**src/rtl/regdst_sel_pipe_if.sv**
```systemverilog
// Request/response bundle for regdst_sel_pipe: candidate addresses in, selected
// destination out, plus the hazard probe.
interface regdst_sel_pipe_if #(
    parameter int unsigned AW = 5
) ();
    logic [AW-1:0] a;
    logic [AW-1:0] b;
    logic [AW-1:0] c;
    logic [1:0]    sel;
    logic          wen_in;
    logic          in_valid;
    logic          in_ready;
    logic [AW-1:0] out_addr;
    logic          out_wen;
    logic          out_valid;
    logic          out_ready;
    logic [AW-1:0] cmp_addr;
    logic          hit;

    modport master (
        output a, b, c, sel, wen_in, in_valid, out_ready, cmp_addr,
        input  in_ready, out_addr, out_wen, out_valid, hit
    );

    modport slave (
        input  a, b, c, sel, wen_in, in_valid, out_ready, cmp_addr,
        output in_ready, out_addr, out_wen, out_valid, hit
    );
endinterface

```
**src/rtl/regdst_sel_pipe.sv**
```systemverilog
// Destination-register select with a 2-entry skid buffer and pending-write probe.
// Optional macro REGDST_ZERO_SUPPRESS_EN: treat address 0 as never written.
module regdst_sel_pipe #(
    parameter int unsigned AW        = 5,
    parameter int unsigned LINK_ADDR = 31
) (
    input  logic           clk,
    input  logic           rst,
    regdst_sel_pipe_if.slave bus
);
    localparam logic [AW-1:0] LINK_C = AW'(LINK_ADDR);
    localparam logic [AW-1:0] ZERO_C = {AW{1'b0}};

    function automatic logic [AW-1:0] resolve_addr(
        input logic [1:0]    sel,
        input logic [AW-1:0] a,
        input logic [AW-1:0] b,
        input logic [AW-1:0] c
    );
        logic [AW-1:0] r;
        case (sel)
            2'b00:   r = a;
            2'b01:   r = b;
            2'b10:   r = LINK_C;
            2'b11:   r = c;
            default: r = a;
        endcase
        return r;
    endfunction

    logic          main_valid_r, main_wen_r;
    logic [AW-1:0] main_addr_r;
    logic          skid_valid_r, skid_wen_r;
    logic [AW-1:0] skid_addr_r;
    logic          in_ready_r;

    logic          main_valid_nxt_s, main_wen_nxt_s;
    logic [AW-1:0] main_addr_nxt_s;
    logic          skid_valid_nxt_s, skid_wen_nxt_s;
    logic [AW-1:0] skid_addr_nxt_s;

    logic [AW-1:0] new_addr_s;
    logic          new_wen_s;
    logic          accept_s;
    logic          xfer_s;

    // Resolve the incoming request and its effective write enable
    always_comb begin
        new_addr_s = resolve_addr(bus.sel, bus.a, bus.b, bus.c);
`ifdef REGDST_ZERO_SUPPRESS_EN
        if (new_addr_s == ZERO_C) begin
            new_wen_s = 1'b0;
        end else begin
            new_wen_s = bus.wen_in;
        end
`else
        new_wen_s = bus.wen_in;
`endif
        accept_s = bus.in_valid & in_ready_r;
        xfer_s   = main_valid_r & bus.out_ready;
    end

    // Skid-buffer next state; a full skid implies no accept this cycle
    always_comb begin
        main_valid_nxt_s = main_valid_r;
        main_addr_nxt_s  = main_addr_r;
        main_wen_nxt_s   = main_wen_r;
        skid_valid_nxt_s = skid_valid_r;
        skid_addr_nxt_s  = skid_addr_r;
        skid_wen_nxt_s   = skid_wen_r;
        if (skid_valid_r) begin
            if (xfer_s) begin
                main_valid_nxt_s = 1'b1;
                main_addr_nxt_s  = skid_addr_r;
                main_wen_nxt_s   = skid_wen_r;
                skid_valid_nxt_s = 1'b0;
            end else begin
                skid_valid_nxt_s = 1'b1;
            end
        end else if (!main_valid_r || xfer_s) begin
            if (accept_s) begin
                main_valid_nxt_s = 1'b1;
                main_addr_nxt_s  = new_addr_s;
                main_wen_nxt_s   = new_wen_s;
            end else begin
                main_valid_nxt_s = 1'b0;
            end
        end else begin
            if (accept_s) begin
                skid_valid_nxt_s = 1'b1;
                skid_addr_nxt_s  = new_addr_s;
                skid_wen_nxt_s   = new_wen_s;
            end else begin
                skid_valid_nxt_s = 1'b0;
            end
        end
    end

    // State registers; reset discards any in-flight entries
    always_ff @(posedge clk) begin
        if (rst) begin
            main_valid_r <= 1'b0;
            main_addr_r  <= ZERO_C;
            main_wen_r   <= 1'b0;
            skid_valid_r <= 1'b0;
            skid_addr_r  <= ZERO_C;
            skid_wen_r   <= 1'b0;
            in_ready_r   <= 1'b1;
        end else begin
            main_valid_r <= main_valid_nxt_s;
            main_addr_r  <= main_addr_nxt_s;
            main_wen_r   <= main_wen_nxt_s;
            skid_valid_r <= skid_valid_nxt_s;
            skid_addr_r  <= skid_addr_nxt_s;
            skid_wen_r   <= skid_wen_nxt_s;
            in_ready_r   <= ~skid_valid_nxt_s;
        end
    end

    // Pending-write probe across both entries
    always_comb begin
        bus.hit = 1'b0;
        if (main_valid_r && main_wen_r && (main_addr_r == bus.cmp_addr)) begin
            bus.hit = 1'b1;
        end else if (skid_valid_r && skid_wen_r && (skid_addr_r == bus.cmp_addr)) begin
            bus.hit = 1'b1;
        end else begin
            bus.hit = 1'b0;
        end
`ifdef REGDST_ZERO_SUPPRESS_EN
        if (bus.cmp_addr == ZERO_C) begin
            bus.hit = 1'b0;
        end else begin
            bus.hit = bus.hit;
        end
`endif
    end

    assign bus.in_ready  = in_ready_r;
    assign bus.out_valid = main_valid_r;
    assign bus.out_addr  = main_addr_r;
    assign bus.out_wen   = main_wen_r;
endmodule

```
**src/flat_wrapper.sv**
```systemverilog
// flat-port wrapper written by rule: the top's interface ports become plain ports
module regdst_sel_pipe_flat 
#(
    parameter int unsigned AW        = 5,
    parameter int unsigned LINK_ADDR = 31
)
  (clk, rst, bus_a, bus_b, bus_c, bus_sel, bus_wen_in, bus_in_valid, bus_out_ready, bus_cmp_addr, bus_in_ready, bus_out_addr, bus_out_wen, bus_out_valid, bus_hit);
  regdst_sel_pipe_if #(.AW(AW)) bus_i ();
  input  logic clk;
  input  logic rst;
  input wire logic [$bits(bus_i.a)-1:0] bus_a;
  input wire logic [$bits(bus_i.b)-1:0] bus_b;
  input wire logic [$bits(bus_i.c)-1:0] bus_c;
  input wire logic [$bits(bus_i.sel)-1:0] bus_sel;
  input wire logic [$bits(bus_i.wen_in)-1:0] bus_wen_in;
  input wire logic [$bits(bus_i.in_valid)-1:0] bus_in_valid;
  input wire logic [$bits(bus_i.out_ready)-1:0] bus_out_ready;
  input wire logic [$bits(bus_i.cmp_addr)-1:0] bus_cmp_addr;
  output wire logic [$bits(bus_i.in_ready)-1:0] bus_in_ready;
  output wire logic [$bits(bus_i.out_addr)-1:0] bus_out_addr;
  output wire logic [$bits(bus_i.out_wen)-1:0] bus_out_wen;
  output wire logic [$bits(bus_i.out_valid)-1:0] bus_out_valid;
  output wire logic [$bits(bus_i.hit)-1:0] bus_hit;
  assign bus_i.a = bus_a;
  assign bus_i.b = bus_b;
  assign bus_i.c = bus_c;
  assign bus_i.sel = bus_sel;
  assign bus_i.wen_in = bus_wen_in;
  assign bus_i.in_valid = bus_in_valid;
  assign bus_i.out_ready = bus_out_ready;
  assign bus_i.cmp_addr = bus_cmp_addr;
  assign bus_in_ready = bus_i.in_ready;
  assign bus_out_addr = bus_i.out_addr;
  assign bus_out_wen = bus_i.out_wen;
  assign bus_out_valid = bus_i.out_valid;
  assign bus_hit = bus_i.hit;
  regdst_sel_pipe #(.AW(AW), .LINK_ADDR(LINK_ADDR)) u_core (.clk(clk), .rst(rst), .bus(bus_i));
endmodule
```
**config.mk**
```make
export PLATFORM = sky130hd
export DESIGN_NAME = regdst_sel_pipe_flat
export DESIGN_NICKNAME = d
export VERILOG_FILES = /design/src/rtl/regdst_sel_pipe_if.sv /design/src/rtl/regdst_sel_pipe.sv /design/src/flat_wrapper.sv
export SDC_FILE = /design/constraint.sdc
export NUM_CORES = 1
export LEC_CHECK = 0
export CORE_ASPECT_RATIO = 0.75
export CORE_MARGIN = 1.5
export CORE_UTILIZATION = 35
export CTS_CLUSTER_DIAMETER = 200
export DETAILED_ROUTE_END_ITERATION = 7
export GPL_TIMING_DRIVEN = 0
export PLACE_DENSITY = 0.67
export SYNTH_ARGS = -nofsm -noshare
export SYNTH_HDL_FRONTEND = slang
export SYNTH_SLANG_ARGS = --single-unit
```
**constraint.sdc**
```tcl
create_clock -name clk -period 1.5 [get_ports clk]
set_clock_uncertainty 0.15 [all_clocks]
set_input_delay 0.15 -clock clk [delete_from_list [all_inputs] [get_ports clk]]
set_output_delay 0.15 -clock clk [all_outputs]
set_load 0.005 [all_outputs]
```
After elaboration in Yosys (flattened, before gate mapping):

Index checks and enable logic that the tools add are counted.

* $add $sub $neg: 0
* $mul: 0
* div/mod/pow operators: 0
* magnitude comparators: 0
* equal/unequal tests: 6
* shifts and indexed selects: 0
* mux-type cells: 18
* bitwise operators: 5
* reduce and logical (&&, ||, !) cells: 12

Operators by type and width (count)
* 2-to-1 mux 5 bit: 4
* one-hot mux 5 bit (4 select lines): 1
* 2-to-1 mux 1 bit: 13
* equality test 5 bit: 2
* AND reduction 3 bit: 2
* equality test 2 bit, second input constant: 2
* logical AND 1 bit: 4
* nonzero test 2 bit: 2
* inverter 1 bit: 3
* AND 1 bit: 2
* equality test 2 x 1 -> 1 bit, second input constant: 1
* zero test 2 bit: 1
* != test 2 bit, second input constant: 1
* AND reduction 2 bit: 1
* zero test 1 bit: 1
* logical OR 1 bit: 1

* register bits after elaboration: 15
* latch bits: 0
* memory bits (writable): 0
* ROM bits: 0
* bits of input ports: 27
* output and inout bits: 9
* word-level logic and storage cells: 48
* memories kept: 0

Longest topological paths before layout:

Gate-level depths: netlist of run 1.

* depth after elaboration: 5
* mapped depth: 4
* mapped depth without buffers: 3

Least setup slack after synthesis of run 1:

Ideal clock, no wire load.

* path type: reg-to-reg
* start point: reg u_core.skid_valid_r
* end point: reg u_core.skid_addr_r[1]
* library setup time: 75 ps
* arrival: 1130 ps
* data required time: 1275 ps
* slack: 146 ps
* stages on the path, launching flop included: 5
* path buffers: 1
* period minus slack after synthesis: 1354 ps
* path through: dfxtp_1 > buf_6 > nand3b_4 > or3_4 > o22ai_1

* word-level cells in the longest chain between the ends: 2

RTL lines
* start: declaration: RTL line regdst_sel_pipe.sv:33 `logic skid_valid_r, skid_wen_r;`
* start signal: assignment: RTL line regdst_sel_pipe.sv:113 `skid_valid_r <= skid_valid_nxt_s;`
* inverter 1 bit (no source line)
* AND reduction 3 bit (no source line)
* end signal: assignment: RTL line regdst_sel_pipe.sv:114 `skid_addr_r <= skid_addr_nxt_s;`
* end: declaration: RTL line regdst_sel_pipe.sv:34 `logic [AW-1:0] skid_addr_r;`

Every way passes these cells.
A chain may end at the register's enable or synchronous reset.

Worst setup path after layout of run 1:

* start point: reg u_core.main_addr_r[1] (netlist: u_core.bus.out_addr[1])
* end point: out bus_hit

* word-level cells in the longest chain between the ends: 3

RTL lines
* start: declaration: RTL line regdst_sel_pipe.sv:32 `logic [AW-1:0] main_addr_r;`
* start signal: assignment: RTL line regdst_sel_pipe.sv:111 `main_addr_r <= main_addr_nxt_s;`
* equality test 5 bit: RTL line regdst_sel_pipe.sv:123 `if (main_valid_r && main_wen_r && (main_addr_r == bus.cmp_addr)) begin`
* logical AND 1 bit: RTL line regdst_sel_pipe.sv:123
* 2-to-1 mux 1 bit: RTL line regdst_sel_pipe.sv:123
* end: declaration: RTL line flat_wrapper.sv:23 `output wire logic [$bits(bus_i.hit)-1:0] bus_hit;`

Every way passes these cells.

==> impl_metrics.py, run 1 <==
metrics = {
    "global_route": {
        "grt.overflow.total": 0,
        "antenna_found_initial": 0,
        "grt_pass1_vias": 877,
        "grt_pass1_wl_um": 4008,
        "grt_max_degree": 11,
        "grtUsageTotal_pct": 18.80,
    },
    "yosys": {
        "syn_area_sq_um": 914.6,
        "synth_compound_area_share_pct": 27.63,
        "yosys_warnings": 0,
        "synth_fp_nets": 125,
        "ys_types": 30,
        "synth.area.top_cells": "dfxtp_1 (33%), xnor2_1 (9.6%), o22ai_1 (7.5%)",
        "syn_inst": 98,
        "synth_xor_area_share_pct": 9.576,
        "avgSynthCellArea_sq_um": 9.333,
        "muxShareOfSynthArea_pct": 7.250,
        "synthAdderAreaFrac_pct": 0,
        "synth_top_family_by_area": "compound AO/OA/AOI/OAI gates",
        "synth-async-reset-ratio_pct": 0,
        "synthTopCellsByCount": "dfxtp_1 (15), o22ai_1 (11), xnor2_1 (10)",
        "synth_most_common_cell": "dfxtp_1",
        "synth_top_cell_area_share_pct": 32.83,
        "synth-edff-count": 0,
        "synth_top_area_cell": "dfxtp_1",
        "synth_top_flop_cell": "dfxtp_1",
        "yosys.area_share.simple_pct": 15.73,
        "yosys_register_bits": 15,
        "synth.yosys.seq_area_share_pct": 32.83,
    },
    "setup_path": {
        "critPathMaxFanout": 3,
        "worst_r2r_endpoint": "u_core.bus.out_addr[0]",
        "cp.depth": 4,
        "worstPathCellList": "xnor2_2, nand4_1, o22ai_1, buf_2",
        "crit_arrival_ns": 1.20,
        "r2r_start": "u_core.bus.out_valid",
        "critPathTopFamily": "flip-flops",
        "critical_path_class": "flop to output pin",
        "start_kind": "flop",
        "crit_slowest_cell": "dfxtp_4",
        "required_ns": 1.20,
        "r2r_setup_slack_ns": -0.0009,
        "critPathMaxStageDelay_ns": 0.37,
        "ff2ff_path_depth": 4,
        "crit_path_end_kind": "output pin",
        "worst-path-buf-inv": 1,
    },
    "timing": {
        "finalSetupTns_ns": -0.001617,
        "hold_violations": 0,
        "hold_slack_ns": 0.2690,
        "slew_viol_final": 0,
        "fin_crit_sh_pct": 100.1,
        "fmax_ghz": 0.6662,
        "rsz0062_at_grt": "yes",
        "setup_violations": 2,
        "slew_headroom_pct": 68.32,
        "worst_pin_slew_ns": 0.4752,
        "period_minus_slack_ns": 1.501,
        "setup_ws_ns": -0.0009495,
    },
    "clocking": {
        "cts.clk_slew.worst_paths_ns": 0.09,
        "cts_max_level": 1,
        "postCtsSetupRepairBufs": 0,
        "cts_tree": "built",
        "clkSinkCount": 15,
        "max-clock-path-buffers": 2,
        "cts-buffers-inserted": 3,
        "ctsHoldBuffers": 0,
        "cts_root_buffer": "clkbuf_4",
        "clock_latency_ns": 0.28,
    },
    "floorplanning": {
        "design.die.area_sq_um": 2932,
        "die_height_um": 47.27,
        "boundaryPins": 36,
        "rows": 15,
        "core-area_sq_um": 2384,
        "start_util_pct": 38.37,
        "die_x_um": 62.03,
    },
    "placed_design": {
        "dp.cells": 166,
        "dpl_worst_slack_ns": -0.4419,
        "place_congestion": 0.7828,
        "dp.final_hpwl_um": 1926,
        "place.port_buffers": 34,
        "dpl_cell_area_sq_um": 1297,
    },
    "power": {
        "powerDensity_nw_per_um2": 717.3,
        "p_leak_nw": 0.5285,
        "vdd_ir_drop_max_mv": 0.4727,
        "finalPower_mw": 1.011,
    },
    "outcome": {
        "violations": "setup timing",
        "outcome": "finished with violations",
    },
    "route": {
        "vias_per_cell": 5.576,
        "routedWlPerCell_um": 15.44,
        "num_vias": 948,
        "antenna_left": 0,
        "drt_iter0_markers": 50,
        "drc": 0,
        "firstDrtPassIters": 4,
        "wl_um": 2624,
    },
    "cells_and_area": {
        "area_delta_synth_final_pct": 54.04,
        "finish.utilization_pct": 59.11,
        "final_nets": 164,
        "antennaDiodeCount": 0,
        "final_cell_area_sq_um": 1409,
        "stdcell_count": 170,
        "drive_gt1_share_pct": 31.62,
        "fillers": 218,
    },
    "min_path": {
        "min_path_cells": 4,
        "holdPathEnd": "u_core.skid_addr_r[2]",
        "hold_path_class": "input pin to flop",
        "worstHoldStart": "bus_sel[0]",
    },
    "job": {
        "drv_cap": 0,
    },
}
==> layer usage <==
layer	global-route usage [%]	share of wire (%)	vias to the layer above
li1	-	-	456
met3	5.785	8.1	4
met2	28.96	47	45
met4	1.702	0.80	0
met1	26.84	44	443
met5	0	0	-
==> area by class of cell <==
class | instances | area [sq um] | area share, %
inverters | 3 | 11.26 | 0.7993
clock buffers | 4 | 26.28 | 1.865
well taps | 34 | 42.54 | 3.020
flip-flops and latches | 15 | 325.3 | 23.09
repair buffers | 34 | 337.8 | 23.98
multi-input cells | 74 | 613.1 | 43.52
plain buffers | 6 | 52.55 | 3.730
==> timing repair <==
item / in CTS / in global routing
endpoints found under the hold margin: 0 / 0
pin swaps: 4 / 1
setup endpoints to repair: 12 / 17
resized for setup: 22 / 15
==> tightest hold or removal path: stages <==
cell,delay [ns]
buf_2,0.16
mux2_2,0.18
o22ai_1,0.07
o22ai_1,0.10
==> power by group <==
part / switching, mW / leakage (nW) / internal [mW]
combinational: 0.124 / 0.386 / 0.191
sequential: 0.0342 / 0.128 / 0.429
clock: 0.129 / 0.0150 / 0.103
total: 0.287 / 0.528 / 0.724
==> cell families after synthesis <==
logic type / Yosys count
mux: 6
compound gates: 36
buf+inv: 9
flops: 15
xor+xnor: 10
simple gates: 22
==> flip-flops by register name (all words and copies together) (netlist names) <==
name	count
u_core.skid_addr_r	5
u_core.bus.out_addr	5
u_core.bus.out_valid	1
u_core.skid_wen_r	1
u_core.bus.out_wen	1
u_core.bus.in_ready	1
u_core.skid_valid_r	1
==> worst max path at each step <==
stage                           startpoint                     end  slack (ns)
floorplan              u_core.skid_valid_r   u_core.skid_addr_r[1]        0.15
global placement           bus_cmp_addr[0]                 bus_hit       -0.44
detailed placement         bus_cmp_addr[0]                 bus_hit       -0.44
CTS                   u_core.bus.out_valid  u_core.bus.out_addr[0]       0.002
global route        u_core.bus.out_addr[1]                 bus_hit       -0.07
finish              u_core.bus.out_addr[1]                 bus_hit     -0.0009
==> layout by cell type, fill, tap and decap left out, types with 3 or more instances in the layout <==
master and instances:
clkdlybuf4s50_1 26, o22ai_1 10, dfxtp_2 8, xnor2_2 6
a31oi_1 6, mux2_2 5, o221ai_1 5, nand2_1 5
xnor2_1 4, nand2b_1 4, a311oi_1 4, dlygate4sd2_1 4
dfxtp_4 4, inv_1 3, a21oi_1 3, buf_2 3
clkbuf_4 3, dlymetal6s2s_1 3, dfxtp_1 3
No activity file was read; power rests on OpenSTA's default activity.
==> run 2: changes to the inputs <==
REMOVE_ABC_BUFFERS = 1   (was not set)
==> impl_metrics.py, run 2 (synthesized netlist as in run 1, its figures left out) <==
metrics = {
    "power": {
        "powerDensity_nw_per_um2": 725.5,
        "vdd_ir_drop_max_mv": 0.4983,
        "p_leak_nw": 0.4740,
        "finalPower_uw": 976.7,
    },
    "timing": {
        "fmax_ghz": 0.6754,
        "setup_violations": 0,
        "hold_violations": 0,
        "rsz0062_at_grt": "yes",
        "hold_slack_ns": 0.2532,
        "worst_pin_slew_ns": 0.5151,
        "setup_ws_ns": 0.01943,
        "finalSetupTns_ns": 0,
        "fin_crit_sh_pct": 98.70,
        "period_minus_slack_ns": 1.481,
        "slew_headroom_pct": 65.66,
        "slew_viol_final": 0,
    },
    "cells_and_area": {
        "area_delta_synth_final_pct": 47.20,
        "final_common_cell": "clkdlybuf4s50_1",
        "regArea_sq_um": 321.6,
        "finish.utilization_pct": 56.48,
        "final_cell_mix": "clkdlybuf4s50_1 (27), o22ai_1 (11), dfxtp_2 (11)",
        "stdcell_count": 166,
        "fillers": 235,
        "final_cell_area_sq_um": 1346,
        "antennaDiodeCount": 0,
        "final_nets": 160,
        "drive_gt1_share_pct": 29.55,
        "multi_input_area_sq_um": 596.8,
    },
    "clocking": {
        "cts_tree": "built",
        "max-clock-path-buffers": 2,
        "cts.clk_slew.worst_paths_ns": 0.09,
        "cts-buffers-inserted": 3,
        "clkSinkCount": 15,
        "clock_latency_ns": 0.27,
        "cts_max_level": 1,
        "ctsHoldBuffers": 0,
        "cts_root_buffer": "clkbuf_4",
    },
    "route": {
        "routedWlPerCell_um": 15.07,
        "antenna_left": 0,
        "wl_um": 2502,
        "firstDrtPassIters": 4,
        "drt_iter0_markers": 22,
        "drc": 0,
        "num_vias": 919,
        "vias_per_cell": 5.536,
    },
    "floorplanning": {
        "die_height_um": 47.27,
        "design.die.area_sq_um": 2932,
        "start_util_pct": 38.37,
        "boundaryPins": 36,
        "die_x_um": 62.03,
        "rows": 15,
        "core-area_sq_um": 2384,
    },
    "global_route": {
        "grt.overflow.total": 0,
        "antenna_found_initial": 0,
        "grt_pass1_vias": 895,
        "grtUsageTotal_pct": 18.36,
        "grt_pass1_wl_um": 3884,
        "grt_max_degree": 17,
    },
    "setup_path": {
        "start_kind": "flop",
        "critPathMaxFanout": 3,
        "required_ns": 1.20,
        "crit_arrival_ns": 1.18,
        "critical_path_class": "flop to output pin",
        "crit_path_end_kind": "output pin",
        "ff2ff_path_depth": 3,
    },
    "job": {
        "drv_cap": 0,
    },
    "placed_design": {
        "place.port_buffers": 35,
        "dp.final_hpwl_um": 1892,
        "place_congestion": 0.8049,
        "dpl_worst_slack_ns": -0.4212,
        "dpl_cell_area_sq_um": 1255,
        "dp.cells": 161,
    },
    "min_path": {
        "min_path_cells": 3,
        "hold_path_class": "input pin to flop",
    },
    "outcome": {
        "outcome": "finished, final reports clean",
    },
}
[run 2: cell count changes in the layout (fill, tap and decap cells not counted), sizes merged]
cell / delta
dlymetal6s2s: -2
clkbuf: -3
dlygate4sd2: +2
buf: -2
clkdlybuf4s50: +1
[run 2: report_power, final]
group	total, mW	switching [mW]	internal (mW)
Combinational	0.292	0.112	0.179
Sequential	0.464	0.0343	0.430
Clock	0.221	0.118	0.103
[run 2: repair_timing]
action                     in CTS  in global routing
pin swaps                       4                  1
resized for setup              25                 10
setup buffers                   0                  1
setup endpoints to repair      16                  7
[run 2: path summary, 6_finish.rpt]
kind                               from                      to  slack [ns]
setup / recovery  u_core.skid_addr_r[2]                 bus_hit        0.02
setup reg to reg    u_core.skid_valid_r  u_core.bus.out_addr[3]        0.08
hold reg to reg   u_core.skid_addr_r[1]  u_core.bus.out_addr[1]        0.35
hold / removal               bus_sel[1]   u_core.skid_addr_r[2]        0.25
[run 2: worst max-delay path: stages (launching register included)]
cell	delay (ns)
dfxtp_2	0.35
xnor2_2	0.17
nand4_1	0.10
o22ai_1	0.15
buf_2	0.13
[run 2: layer usage]
metal  GRT usage [%]  wire (um)  up-vias
li1                -          -      450
met5               0          0        -
met3           5.510         99        6
met4           5.106         31        0
met2           30.21       1221       25
met1           23.48       1150      438
[run 2: area by class of cell]
class | instances | share of cell area (%)
Timing Repair Buffer | 36 | 25.84
Sequential cell | 15 | 23.88
Multi-Input combinational cell | 74 | 44.33
Tap cell | 34 | 3.160
Clock buffer | 4 | 1.952
Inverter | 3 | 0.8364
==> run 3: changes to the inputs <==
SLEW_MARGIN = 20   (was not set)
==> results of run 3 <==
No change in the layout: final DEF, timing and power equal those of run 2.
